===== src/rtl/intc_pkg.sv =====
// Shared types and constants for the interrupt controller.
// Holds the controller state encoding and the CPU acknowledge qualifier values.
package intc_pkg;

    typedef enum logic [1:0] {
        IDLE    = 2'd0,
        REQ     = 2'd1,
        SVC     = 2'd2,
        NMI_SVC = 2'd3
    } intc_state_t;

    localparam logic ACK_INT = 1'b1;
    localparam logic ACK_NMI = 1'b0;

endpackage


===== src/rtl/intc_prio_enc.sv =====
// Combinational priority encoder: the lowest set index of 'eligible' wins.
module intc_prio_enc #(
    parameter int NUM_IRQ = 8,
    parameter int ID_W    = $clog2(NUM_IRQ)
) (
    input  logic [NUM_IRQ-1:0] eligible,
    output logic               valid,
    output logic [ID_W-1:0]    id
);

    always_comb begin
        valid = 1'b0;
        id    = '0;
        // Scan downward so the final assignment holds the lowest set index.
        for (int i = NUM_IRQ - 1; i >= 0; i--) begin
            if (eligible[i]) begin
                valid = 1'b1;
                id    = ID_W'(i);
            end
        end
    end

endmodule


===== src/rtl/interrupt_controller.sv =====
// Latches, masks and prioritises peripheral interrupts for the CPU controller,
// tracking one level of maskable service plus NMI preemption.
module interrupt_controller
    import intc_pkg::*;
#(
    parameter int NUM_IRQ = 8,
    parameter int ID_W    = $clog2(NUM_IRQ)
) (
    input  logic               clk,
    input  logic               rst_n,
    input  logic [NUM_IRQ-1:0] irq,
    input  logic               nmi_src,
    input  logic               mask_we,
    input  logic [NUM_IRQ-1:0] mask_wdata,
    input  logic               ack,
    input  logic               ack_int,
    input  logic               eoi,
    output logic               INT,
    output logic               NMI,
    output logic               INTD,
    output logic [ID_W-1:0]    vector,
    output logic [NUM_IRQ-1:0] pending
);

    intc_state_t        state_q, state_d;
    intc_state_t        saved_q, saved_d;
    logic [NUM_IRQ-1:0] irq_q;
    logic               nmi_q;
    logic               nmi_pend;
    logic [NUM_IRQ-1:0] mask_q;

    logic [NUM_IRQ-1:0] eligible;
    logic               enc_valid;
    logic [ID_W-1:0]    enc_id;
    logic [ID_W-1:0]    vector_d;
    logic [NUM_IRQ-1:0] clr_onehot;
    logic [NUM_IRQ-1:0] pending_d;
    logic               nmi_pend_d;
    logic               take_nmi;

    assign eligible = pending & ~mask_q;

    intc_prio_enc #(
        .NUM_IRQ (NUM_IRQ),
        .ID_W    (ID_W)
    ) u_prio_enc (
        .eligible (eligible),
        .valid    (enc_valid),
        .id       (enc_id)
    );

    always_comb begin
        state_d    = state_q;
        saved_d    = saved_q;
        vector_d   = vector;
        clr_onehot = '0;
        // NMI preempts everything except an NMI already in service.
        take_nmi   = ack && (ack_int == ACK_NMI) && nmi_pend && (state_q != NMI_SVC);

        if (take_nmi) begin
            state_d = NMI_SVC;
            saved_d = (state_q == SVC) ? SVC : IDLE;
        end else begin
            case (state_q)
                IDLE: begin
                    if (enc_valid) begin
                        state_d  = REQ;
                        vector_d = enc_id;
                    end
                end
                REQ: begin
                    if (ack && (ack_int == ACK_INT)) begin
                        state_d            = SVC;
                        clr_onehot[vector] = 1'b1;
                    end else if (mask_q[vector]) begin
                        state_d = IDLE;
                    end
                end
                SVC: begin
                    if (eoi) state_d = IDLE;
                end
                NMI_SVC: begin
                    if (eoi) state_d = saved_q;
                end
                default: state_d = IDLE;
            endcase
        end

        // A new edge on the line being acknowledged survives the clear.
        pending_d  = (irq & ~irq_q) | (pending & ~clr_onehot);
        nmi_pend_d = (nmi_src & ~nmi_q) | (nmi_pend & ~take_nmi);
    end

    always_ff @(posedge clk or negedge rst_n) begin
        if (!rst_n) begin
            state_q  <= IDLE;
            saved_q  <= IDLE;
            irq_q    <= '0;
            nmi_q    <= 1'b0;
            pending  <= '0;
            nmi_pend <= 1'b0;
            mask_q   <= '1;
            vector   <= '0;
            INT      <= 1'b0;
            INTD     <= 1'b0;
        end else begin
            state_q  <= state_d;
            saved_q  <= saved_d;
            irq_q    <= irq;
            nmi_q    <= nmi_src;
            pending  <= pending_d;
            nmi_pend <= nmi_pend_d;
            if (mask_we) mask_q <= mask_wdata;
            vector   <= vector_d;
            INT      <= (state_d == REQ);
            INTD     <= (state_d == SVC) || ((state_d == NMI_SVC) && (saved_d == SVC));
        end
    end

    assign NMI = nmi_pend;

endmodule


===== config.mk =====
export PLATFORM = sky130hd
export DESIGN_NAME = interrupt_controller
export DESIGN_NICKNAME = d
export VERILOG_FILES = /design/src/rtl/intc_pkg.sv /design/src/rtl/intc_prio_enc.sv /design/src/rtl/interrupt_controller.sv
export SDC_FILE = /design/constraint.sdc
export NUM_CORES = 1
export LEC_CHECK = 0
export BUFFER_PORTS_ARGS = -buffer_cell sky130_fd_sc_hd__buf_2
export CAP_MARGIN = 20
export CORE_ASPECT_RATIO = 0.75
export CORE_UTILIZATION = 38
export CTS_CLUSTER_DIAMETER = 150
export DETAILED_ROUTE_END_ITERATION = 6
export PLACE_DENSITY = 0.61
export SLEW_MARGIN = 20
export SYNTH_ARGS = -nofsm -noshare
export SYNTH_HDL_FRONTEND = slang
export SYNTH_HIERARCHICAL = 1
export SYNTH_SLANG_ARGS = --single-unit

===== constraint.sdc =====
create_clock -name clk -period 4.35 [get_ports clk]
set_input_delay 0.2175 -clock clk [delete_from_list [all_inputs] [get_ports clk]]
set_output_delay 0.2175 -clock clk [all_outputs]
set_load 0.01 [all_outputs]

==> impl_summary.txt, run 1 <==
----------------------------------------------------
[Route]
  DRT Wirelength ... 3.241 mm
  Final routed wire length divided by cell count ... 14.09 um
  DR vias ... 1138
  Final antenna-violating net count ... 0
  DR pass1 iterations ... 4
  Total DRC errors in the routed layout ... 0
  Average vias per placed instance ... 4.948
  Iter 0 DRT Violations ... 49

[Finish]
  Proportion of layout cells with a drive suffix above 1 ... 0.4326
  Area growth from synthesis to final layout ... 21.51%
  Final cell area excluding filler cells ... 1937 um2
  Final Util ... 0.5060
  Nets ... 200
  Number of antenna repair diodes ... 0
  Count of fill cells added during filler insertion ... 367
  Commonest cells after routing, fill and taps aside ... sky130_fd_sc_hd__buf_2 (36), sky130_fd_sc_hd__dfrtp_1 (27), sky130_fd_sc_hd__o21ai_0 (15), sky130_fd_sc_hd__mux2_2 (13), sky130_fd_sc_hd__inv_1 (13)
  Leading cell type in the layout, fill and taps excluded ... sky130_fd_sc_hd__buf_2

[STA]
  Endpoints failing setup ... 0
  Clock period minus worst slack ... 2.033 ns
  Max Clock Freq ... 491.9 MHz
  Final slew viol count ... 0
  Crit share post-route ... 0.4674
  Max_slew headroom ... 0.4938
  Clock skew ... 0.01027 ns
  Number of hold violations in the final report ... 7
  Setup tns final ... 0 ns
  Transition time of the tightest slew-check pin ... 0.7593 ns
  Setup repair after global routing missed its margin ... no
  Final-layout worst hold slack ... -0.01002 ns

[Yosys]
  Most used flip-flop cell after synthesis ... sky130_fd_sc_hd__dfrtp_1
  Unique masters post-synth ... 41
  Mapped Area ... 1594 um2
  Post-Synthesis Cells ... 137
  Average footprint of a synthesized cell ... 11.64 um2
  Cell types with the largest area share after synthesis ... sky130_fd_sc_hd__dfrtp_1 (42%), sky130_fd_sc_hd__dfstp_2 (13%), sky130_fd_sc_hd__mux2_2 (9.2%)
  Net Count, Synth ... 160
  EDFF count, synth ... 0
  #FFs+latches synth ... 35
  Cell taking the most area after synthesis ... sky130_fd_sc_hd__dfrtp_1
  Part of the Yosys area used for sequential elements ... 0.5557
  Area share of the leading cell type in the synthesized netlist ... 0.4239
  Yosys warnings ... 6
  Post-synth ARST share ... 1.000

[Power]
  Net load switching power ... 328.5 uW
  Combinational share of power ... 0.267
  Leakage power ... 0.0008423 uW
  Maximum vdd ir drop ... 0.0003034 V
  Switching Fraction ... 0.3144
  Internal Dissipation ... 716.4 uW
  Share of total power in sequential cells ... 0.446
  Proportion of power drawn by the clock network ... 0.287
  Pwr dens ... 539.5 nW/um2

[Clocking]
  H-tree depth reported by CTS ... 2
  Clock insertion delay at the later pin of the skew report ... 0.29 ns
  TritonCTS clock tree ... built
  Clock Path Buffers ... 2
  Root Buffer ... sky130_fd_sc_hd__clkbuf_8
  Number of buffers added to fix hold violations after cts ... 0
  CTS-repair resized insts ... 0
  Number of setup buffers added after CTS ... 0
  Clock Pin Slew Worst Setup and Hold Paths ... 0.07 ns
  Number of clock buffers inserted by TritonCTS ... 5
  Number of sinks handled by clock tree synthesis ... 35

[Placement]
  Placed inst area ... 1819 um2
  Buffers added on ports ... 36
  DP HPWL ... 2.476 mm
  Global placer's final weighted congestion ... 0.8223

[Min path]
  Worst Hold Class ... input port to asynchronous set/reset pin

[Critical path]
  Crit-path slowest cell ... sky130_fd_sc_hd__dfstp_2
  Critical path arrival ... 2.20 ns
  Slowest stage delay, CP ... 0.54 ns
  Startpoint class of the critical path ... flop
  Kind of capture point of the worst setup path ... flop
  Setup CP Type ... flop to flop
  Cells traversed along the worst timing path ... nor2b_1 -> nor4_1 -> nand2_1 -> nor3b_1 -> a2111o_1 -> a41oi_2 -> nor2_1
  Required time of the worst setup path ... 4.52 ns
  Worst-path fanout max ... 3

[Global routing]
  Number of antenna violations at the first check in global routing ... 0
  Remaining global-route overflow ... 0
  Pin count of the biggest net entering global routing ... 36
  GRT Total Usage ... 0.1715
  Vias in the first global route ... 1201
  Wire length of the first global-routing pass ... 5.678 mm

[Floorplanning]
  Placeable core area ... 3827 um2
  Starting density of the core ... 0.4165
  Site Rows ... 19
  Die X ... 76.79 um
  Die area ... 4460 um2
  Boundary Pins ... 37
  Die span in y ... 58.09 um

[Outcome]
  Failing checks ... hold timing
  Run status ... finished, violations left

[Run]
  Maximum Capacitance Violations ... 0

----------------------------------------------------
-- path summary, 6_finish.rpt --
check | cells past startpoint | slack (ns) | start | endpoint
max in group asynchronous | 1 | 3.87 | rst_n | saved_q[0]$_DFF_PN0_
min in group clk | 1 | 0.04 | irq[6] | irq_q[6]$_DFF_PN0_
worst min register to register | 1 | 0.41 | irq_q[6]$_DFF_PN0_ | pending[6]$_DFF_PN0_
worst max register to register | 7 | 2.32 | mask_q[5]$_DFFE_PN1P_ | INT$_DFF_PN0_
worst min-delay path | 1 | -0.01 | rst_n | irq_q[4]$_DFF_PN0_
worst max-delay path | 7 | 2.32 | mask_q[5]$_DFFE_PN1P_ | INT$_DFF_PN0_
-- kinds of logic after synthesis --
group,Yosys count,share of synthesized area
and+or+nand+nor,41,0.1601
DFF,35,0.5557
AOI/OAI and AO/OA,31,0.1429
buffers and inverters,16,0.04317
muxes,14,0.09812
-- power groups by stage --
stage | Combinational, uW | Clock, uW | Sequential [uW]
2_1_floorplan | 208 | 0 | 452
3_3_place_gp | 275 | 0 | 471
3_5_place_dp | 282 | 0 | 472
4_1_cts | 284 | 304 | 466
5_1_grt | 315 | 318 | 478
6_report | 279 | 300 | 466
-- registers in the layout, indices dropped and copies added (netlist names) --
name	flops
vector	3
INT	1
irq_q	8
mask_q	8
NMI	1
pending	8
nmi_q	1
INTD	1
saved_q	2
state_q	2
-- cell type report --
class                      count  area, um2  share of cell area
timing repair buffer          36      180.2             0.09302
tap                           52      65.06             0.03359
clock buffer                   6      82.58             0.04264
clock inverter                 2      35.03             0.01809
inverter                      13      48.80             0.02519
sequential                    35      885.9              0.4574
multi-input combinational     86      639.4              0.3301
-- routing by layer --
layer  wire length, um  global-route usage  vias to the layer above
li1                  -                   -                      555
met1              1572              0.2251                      549
met2              1454              0.2615                       27
met3               149             0.04724                        7
met4                64             0.09066                        0
met5                 0                   0                        -
-- per-stage QoR --
stage	hold slack [ns]	total power (uW)	instances	setup slack [ns]
final	-0.01002	1045	230	2.317
after global routing	0.03245	1111	230	2.158
after CTS	0.02433	1053	230	2.323
after detailed placement	0.3371	753.7	222	2.322
after global placement	0.3215	745.8	222	2.386
after floorplan	-0.07809	660.0	137	2.498
-- Yosys cell counts, drive strengths merged (2+ instances only) --
cell and instances:
nor4 2, mux2 13, or2 2, and2 3, clkbuf 2, dfstp 8, nand2b 3, nor2b 11
inv 13, o31ai 2, dfrtp 27, nand2 6, o21ai 17, nor2 7
-- critical path: cells and delay by family (launching register included) --
kind	cells	cell delay, ns
and+or+nand+nor	5	0.76
DFF	1	0.54
AOI/OAI and AO/OA	2	0.60
No activity file was read; power rests on OpenSTA's default activity.
==> run 2: changes to the inputs <==
clock period = 1.9 ns   (was 4.35 ns; I/O delays follow)
==> impl_summary.txt, run 2 (same netlist as run 1, synthesis figures left out) <==
----------------------------------------------------
[STA]
  Number of hold violations in the final report ... 0
  Transition time of the tightest slew-check pin ... 0.7523 ns
  Clock period minus worst slack ... 1.856 ns
  Max_slew headroom ... 0.4985
  Clock skew ... 0.006390 ns
  Endpoints failing setup ... 0
  Final slew viol count ... 0
  Max Clock Freq ... 538.7 MHz
  Crit share post-route ... 0.9770
  Setup slack of the critical path after layout ... 0.04372 ns
  Setup repair after global routing missed its margin ... yes

[Critical path]
  Setup CP Type ... flop to flop
  Required time of the worst setup path ... 2.06 ns
  Capture instance of the worst register-to-register path ... INT$_DFF_PN0_
  Critical path arrival ... 2.02 ns
  R2r setup slk ... 0.04 ns
  Crit-path slowest cell ... sky130_fd_sc_hd__dfstp_2
  Launching point of the worst reg2reg path ... mask_q[3]$_DFFE_PN1P_
  Worst-path fanout max ... 3
  Kind of capture point of the worst setup path ... flop
  Cells traversed along the worst timing path ... nor2b_2 -> nor4_4 -> nand2_1 -> nor3b_4 -> a2111o_1 -> a41oi_2 -> nor2_1
  Reg2Reg Depth ... 7
  Startpoint class of the critical path ... flop
  Slowest stage delay, CP ... 0.55 ns

[Clocking]
  Number of setup buffers added after CTS ... 0
  Number of sinks handled by clock tree synthesis ... 35
  TritonCTS clock tree ... built
  H-tree depth reported by CTS ... 2
  Clock Pin Slew Worst Setup and Hold Paths ... 0.07 ns
  Number of clock buffers inserted by TritonCTS ... 5
  Clock insertion delay at the later pin of the skew report ... 0.28 ns
  Clock Path Buffers ... 2
  Root Buffer ... sky130_fd_sc_hd__clkbuf_8

[Floorplanning]
  Starting density of the core ... 0.4165
  Die span in y ... 58.09 um
  Die area ... 4460 um2
  Placeable core area ... 3827 um2
  Site Rows ... 19
  Boundary Pins ... 37
  Die X ... 76.79 um

[Placement]
  Global placer's final weighted congestion ... 0.7573
  Worst Setup Slack post-DPL ... -0.09049 ns
  Buffers added on ports ... 36
  DP HPWL ... 2.655 mm

[Min path]
  Worst Hold Class ... input port to flop
  Endpoint of the worst hold path ... mask_q[4]$_DFFE_PN1P_
  Hold path startpoint ... mask_wdata[4]
  Number of stages on the worst hold path ... 2

[Route]
  Final routed wire length divided by cell count ... 13.85 um
  Final antenna-violating net count ... 0
  DR vias ... 1254
  DR pass1 iterations ... 4
  Total DRC errors in the routed layout ... 0
  Average vias per placed instance ... 4.976
  DRT Wirelength ... 3.490 mm
  Iter 0 DRT Violations ... 80

[Global routing]
  Most utilized layer in the global route result ... met2
  Wire length of the first global-routing pass ... 5.871 mm
  Vias in the first global route ... 1234
  Global-route met2 utilization ... 0.2870
  Number of antenna violations at the first check in global routing ... 0
  Pin count of the biggest net entering global routing ... 36
  Grt met3 use ... 0.04409
  Remaining global-route overflow ... 0
  Met1 Resource Use GR ... 0.2240
  GRT Total Usage ... 0.1732

[Finish]
  Registers with the most flip-flops ... irq_q (8), mask_q (8), pending (8)
  Nets ... 222
  Area growth from synthesis to final layout ... 36.89%
  Commonest cells after routing, fill and taps aside ... sky130_fd_sc_hd__buf_2 (36), sky130_fd_sc_hd__dfrtp_1 (27), sky130_fd_sc_hd__o21ai_0 (15), sky130_fd_sc_hd__mux2_2 (13), sky130_fd_sc_hd__inv_1 (13)
  Final Util ... 0.5701
  Leading cell type in the layout, fill and taps excluded ... sky130_fd_sc_hd__buf_2
  Number of antenna repair diodes ... 0
  Proportion of layout cells with a drive suffix above 1 ... 0.4750

[Power]
  Maximum vdd ir drop ... 0.0006219 V
  Pwr dens ... 1147 nW/um2
  Leakage power ... 0.0009731 uW

[Outcome]
  Run status ... complete, no violations

[Run]
  Maximum Capacitance Violations ... 0

----------------------------------------------------
==> run 2: changes by cell type in the layout (fill, tap and decap cells not counted), moves of 2 or more <==
cell,previous run,this run
sky130_fd_sc_hd__buf_4,0,12
sky130_fd_sc_hd__dlygate4sd3_1,0,10
sky130_fd_sc_hd__nor2b_1,11,7
sky130_fd_sc_hd__nor2b_2,0,2
sky130_fd_sc_hd__nor2b_4,0,2
sky130_fd_sc_hd__nor4_4,0,2
==> run 2: worst max-delay path by stage <==
stage,from,end,cells after the start
floorplan,mask_q[5]$_DFFE_PN1P_,INT$_DFF_PN0_,7
global placement,mask_q[7]$_DFFE_PN1P_,INT$_DFF_PN0_,7
detailed placement,mask_q[7]$_DFFE_PN1P_,INT$_DFF_PN0_,7
CTS,mask_q[0]$_DFFE_PN1P_,INT$_DFF_PN0_,7
global route,mask_q[2]$_DFFE_PN1P_,INT$_DFF_PN0_,7
finish,mask_q[3]$_DFFE_PN1P_,INT$_DFF_PN0_,7
==> run 2: per-stage QoR <==
step / setup TNS [ns] / cell area [um2] / hold WS, ns / total power [uW] / std cells
floorplan: 0 / 1594 / -0.2006 / 1511 / 137
global placement: -0.09076 / 1909 / 0.2046 / 1753 / 234
detailed placement: -0.1650 / 1909 / 0.2096 / 1773 / 234
CTS: 0 / 2133 / 0.04321 / 2472 / 252
global route: -0.04346 / 2182 / 0.03659 / 2654 / 252
finish: 0 / 2182 / 0.04527 / 2504 / 252
==> run 2: where the power goes <==
group / internal [uW] / switching, uW
combinational: 394 / 363
sequential: 890 / 179
clock: 424 / 253
total: 1710 / 795
==> run 2: what timing repair did <==
item | 4_1_cts | 5_1_grt
gates cloned | 0 | 0
setup endpoints to repair | 3 | 6
gates resized for setup | 1 | 11
pin swaps | 2 | 2
hold buffers | 10 | 0
hold endpoints to repair | 36 | 0
==> run 2: layout make-up <==
type | count | area [um2]
inverters | 13 | 48.80
clock buffers | 6 | 82.58
repair buffers | 58 | 370.4
flip-flops and latches | 35 | 885.9
multi-input cells | 86 | 694.4
fillers | 336 | 1645
clock inverters | 2 | 35.03
well taps | 52 | 65.06
==> run 2: critical path: cells and delay by family (launching register included) <==
family	cells	cell delay, ns
simple gates	5	0.67
flops	1	0.55
compound gates	2	0.51
==> run 2: layer usage <==
layer	part of all wire	vias to the layer above
met5	0	-
met4	0.0029	0
met3	0.038	2
met2	0.46	31
met1	0.50	620
li1	-	601
==> run 3: changes to the inputs <==
CELL_PAD_IN_SITES_DETAIL_PLACEMENT = 1   (was unset)
CELL_PAD_IN_SITES_GLOBAL_PLACEMENT = 1   (was unset)
PLACE_DENSITY = 0.74   (was 0.61)
SETUP_SLACK_MARGIN = 0.1   (was unset)
==> impl_summary.txt, run 3 (same netlist as run 1, synthesis figures left out) <==
----------------------------------------------------
[Global routing]
  Remaining global-route overflow ... 0
  Global-route met2 utilization ... 0.3214
  GRT Total Usage ... 0.1925
  Vias in the first global route ... 1324
  Wire length of the first global-routing pass ... 6.423 mm
  Grt met3 use ... 0.05197
  Most utilized layer in the global route result ... met2
  Pin count of the biggest net entering global routing ... 36
  Number of antenna violations at the first check in global routing ... 0
  Met1 Resource Use GR ... 0.2442

[Outcome]
  Failing checks ... setup timing
  Run status ... finished, violations left

[Finish]
  Registers with the most flip-flops ... irq_q (8), mask_q (8), pending (8)
  Commonest cells after routing, fill and taps aside ... sky130_fd_sc_hd__buf_2 (36), sky130_fd_sc_hd__dfrtp_1 (27), sky130_fd_sc_hd__o21ai_0 (15), sky130_fd_sc_hd__mux2_2 (13), sky130_fd_sc_hd__inv_1 (13)
  Nets ... 215
  Combined area of the multi-input logic cells ... 698.2 um2
  FF/Latch Area ... 885.9 um2
  Final Util ... 0.5574
  Area growth from synthesis to final layout ... 33.83%
  Count of fill cells added during filler insertion ... 432
  Final cell area excluding filler cells ... 2133 um2
  Proportion of layout cells with a drive suffix above 1 ... 0.4611
  Leading cell type in the layout, fill and taps excluded ... sky130_fd_sc_hd__buf_2
  Number of antenna repair diodes ... 0

[Power]
  Proportion of power drawn by the clock network ... 0.267
  Maximum vdd ir drop ... 0.0007166 V
  Switching Fraction ... 0.3298
  Net load switching power ... 841.5 uW
  Internal Dissipation ... 1710 uW
  Share of total power in sequential cells ... 0.430
  Pwr dens ... 1196 nW/um2
  Leakage power ... 0.0009411 uW
  Combinational share of power ... 0.302

[Floorplanning]
  Die X ... 76.79 um
  Die span in y ... 58.09 um
  Placeable core area ... 3827 um2
  Starting density of the core ... 0.4165
  Site Rows ... 19
  Boundary Pins ... 37
  Die area ... 4460 um2

[Critical path]
  Reg2Reg Depth ... 7
  Required time of the worst setup path ... 2.10 ns
  Setup CP Type ... flop to flop
  Critical path arrival ... 2.11 ns
  Kind of capture point of the worst setup path ... flop
  Crit-path slowest cell ... sky130_fd_sc_hd__dfstp_2
  CP top delay family ... simple AND/OR/NAND/NOR gates
  Slowest stage delay, CP ... 0.57 ns
  Startpoint class of the critical path ... flop
  Cells traversed along the worst timing path ... nor2b_1 -> nor4_4 -> nand2_1 -> nor3b_4 -> a2111o_1 -> buf_4 -> a21boi_2
  Worst-path fanout max ... 3
  Sum of buffers and inverters on the critical path ... 1
  Count of cell instances traversed by the critical path ... 7

[Route]
  Final antenna-violating net count ... 0
  DRT Wirelength ... 4.010 mm
  Total DRC errors in the routed layout ... 0
  DR pass1 iterations ... 4
  DR vias ... 1229
  Iter 0 DRT Violations ... 65
  Average vias per placed instance ... 5.016
  Final routed wire length divided by cell count ... 16.37 um

[Clocking]
  Clock Path Buffers ... 2
  Number of clock buffers inserted by TritonCTS ... 5
  TritonCTS clock tree ... built
  Clock Pin Slew Worst Setup and Hold Paths ... 0.07 ns
  Number of sinks handled by clock tree synthesis ... 35
  Clock insertion delay at the later pin of the skew report ... 0.28 ns
  Root Buffer ... sky130_fd_sc_hd__clkbuf_8
  H-tree depth reported by CTS ... 2

[Run]
  Maximum Capacitance Violations ... 0

[Placement]
  Global placer's final weighted congestion ... 0.7942
  Worst Setup Slack post-DPL ... -0.01740 ns
  Buffers added on ports ... 36
  Placed inst area ... 1834 um2
  DP HPWL ... 2.745 mm

[STA]
  Endpoints failing setup ... 1
  Setup slack of the critical path after layout ... -0.01721 ns
  Max Clock Freq ... 521.6 MHz
  Clock period minus worst slack ... 1.917 ns
  Max_slew headroom ... 0.4746
  Setup repair after global routing missed its margin ... yes
  Clock skew ... 0.006785 ns
  Final-layout worst hold slack ... 0.04451 ns
  Transition time of the tightest slew-check pin ... 0.7882 ns
  Number of hold violations in the final report ... 0
  Final slew viol count ... 0
  Crit share post-route ... 1.009
  Setup tns final ... -0.01721 ns

[Min path]
  Worst Hold Class ... input port to flop
  Number of stages on the worst hold path ... 2

----------------------------------------------------
run 3: final cells by class:
type,instances,share of cell area
flip-flops and latches,35,0.4152
repair buffers,51,0.1490
inverters,13,0.02287
multi-input cells,86,0.3273
well taps,52,0.03050
clock inverters,2,0.01642
clock buffers,6,0.03871
run 3: per-layer routing:
metal	wire, um	up-vias
li1	-	584
met1	1893	609
met2	1898	30
met3	176	6
met4	41	0
met5	0	-
run 3: metrics by stage:
| step | power, uW | cells |
|---|---|---|
| after floorplan | 1510 | 137 |
| after global placement | 1720 | 224 |
| after detailed placement | 1755 | 224 |
| after CTS | 2467 | 243 |
| after global routing | 2696 | 245 |
| final | 2552 | 245 |
run 3: final timing paths:
| check | from | to | slack, ns |
|---|---|---|---|
| setup / recovery | mask_q[1]$_DFFE_PN1P_ | INTD$_DFF_PN0_ | -0.02 |
| hold / removal | mask_wdata[0] | mask_q[0]$_DFFE_PN1P_ | 0.04 |
| setup reg to reg | mask_q[1]$_DFFE_PN1P_ | INTD$_DFF_PN0_ | -0.02 |
| hold reg to reg | irq_q[4]$_DFF_PN0_ | pending[4]$_DFF_PN0_ | 0.42 |
| max in group asynchronous | rst_n | vector[1]$_DFFE_PN0P_ | 0.96 |
| min in group asynchronous | rst_n | irq_q[0]$_DFF_PN0_ | 0.43 |
run 3: timing repair:
item / in CTS / in global routing
hold buffers: 10 / 0
hold endpoints to repair: 36 / 0
resized for setup: 2 / 11
setup endpoints to repair: 6 / 6
buffers inserted: 1 / 2
run 3: power by group through the flow:
stage / combinational, uW / sequential [uW] / clock [uW]
after floorplan: 475 / 1040 / 0
after detailed placement: 665 / 1090 / 0
after CTS: 694 / 1080 / 696
after global routing: 845 / 1120 / 730
after global placement: 641 / 1080 / 0
final: 772 / 1100 / 682
run 3: worst reg2reg max path, cell delays in order, from the launching register on:
cell	delay (ns)
sky130_fd_sc_hd__dfstp_2	0.57
sky130_fd_sc_hd__nor2b_1	0.11
sky130_fd_sc_hd__nor4_4	0.24
sky130_fd_sc_hd__nand2_1	0.10
sky130_fd_sc_hd__nor3b_4	0.17
sky130_fd_sc_hd__a2111o_1	0.33
sky130_fd_sc_hd__buf_4	0.16
sky130_fd_sc_hd__a21boi_2	0.16
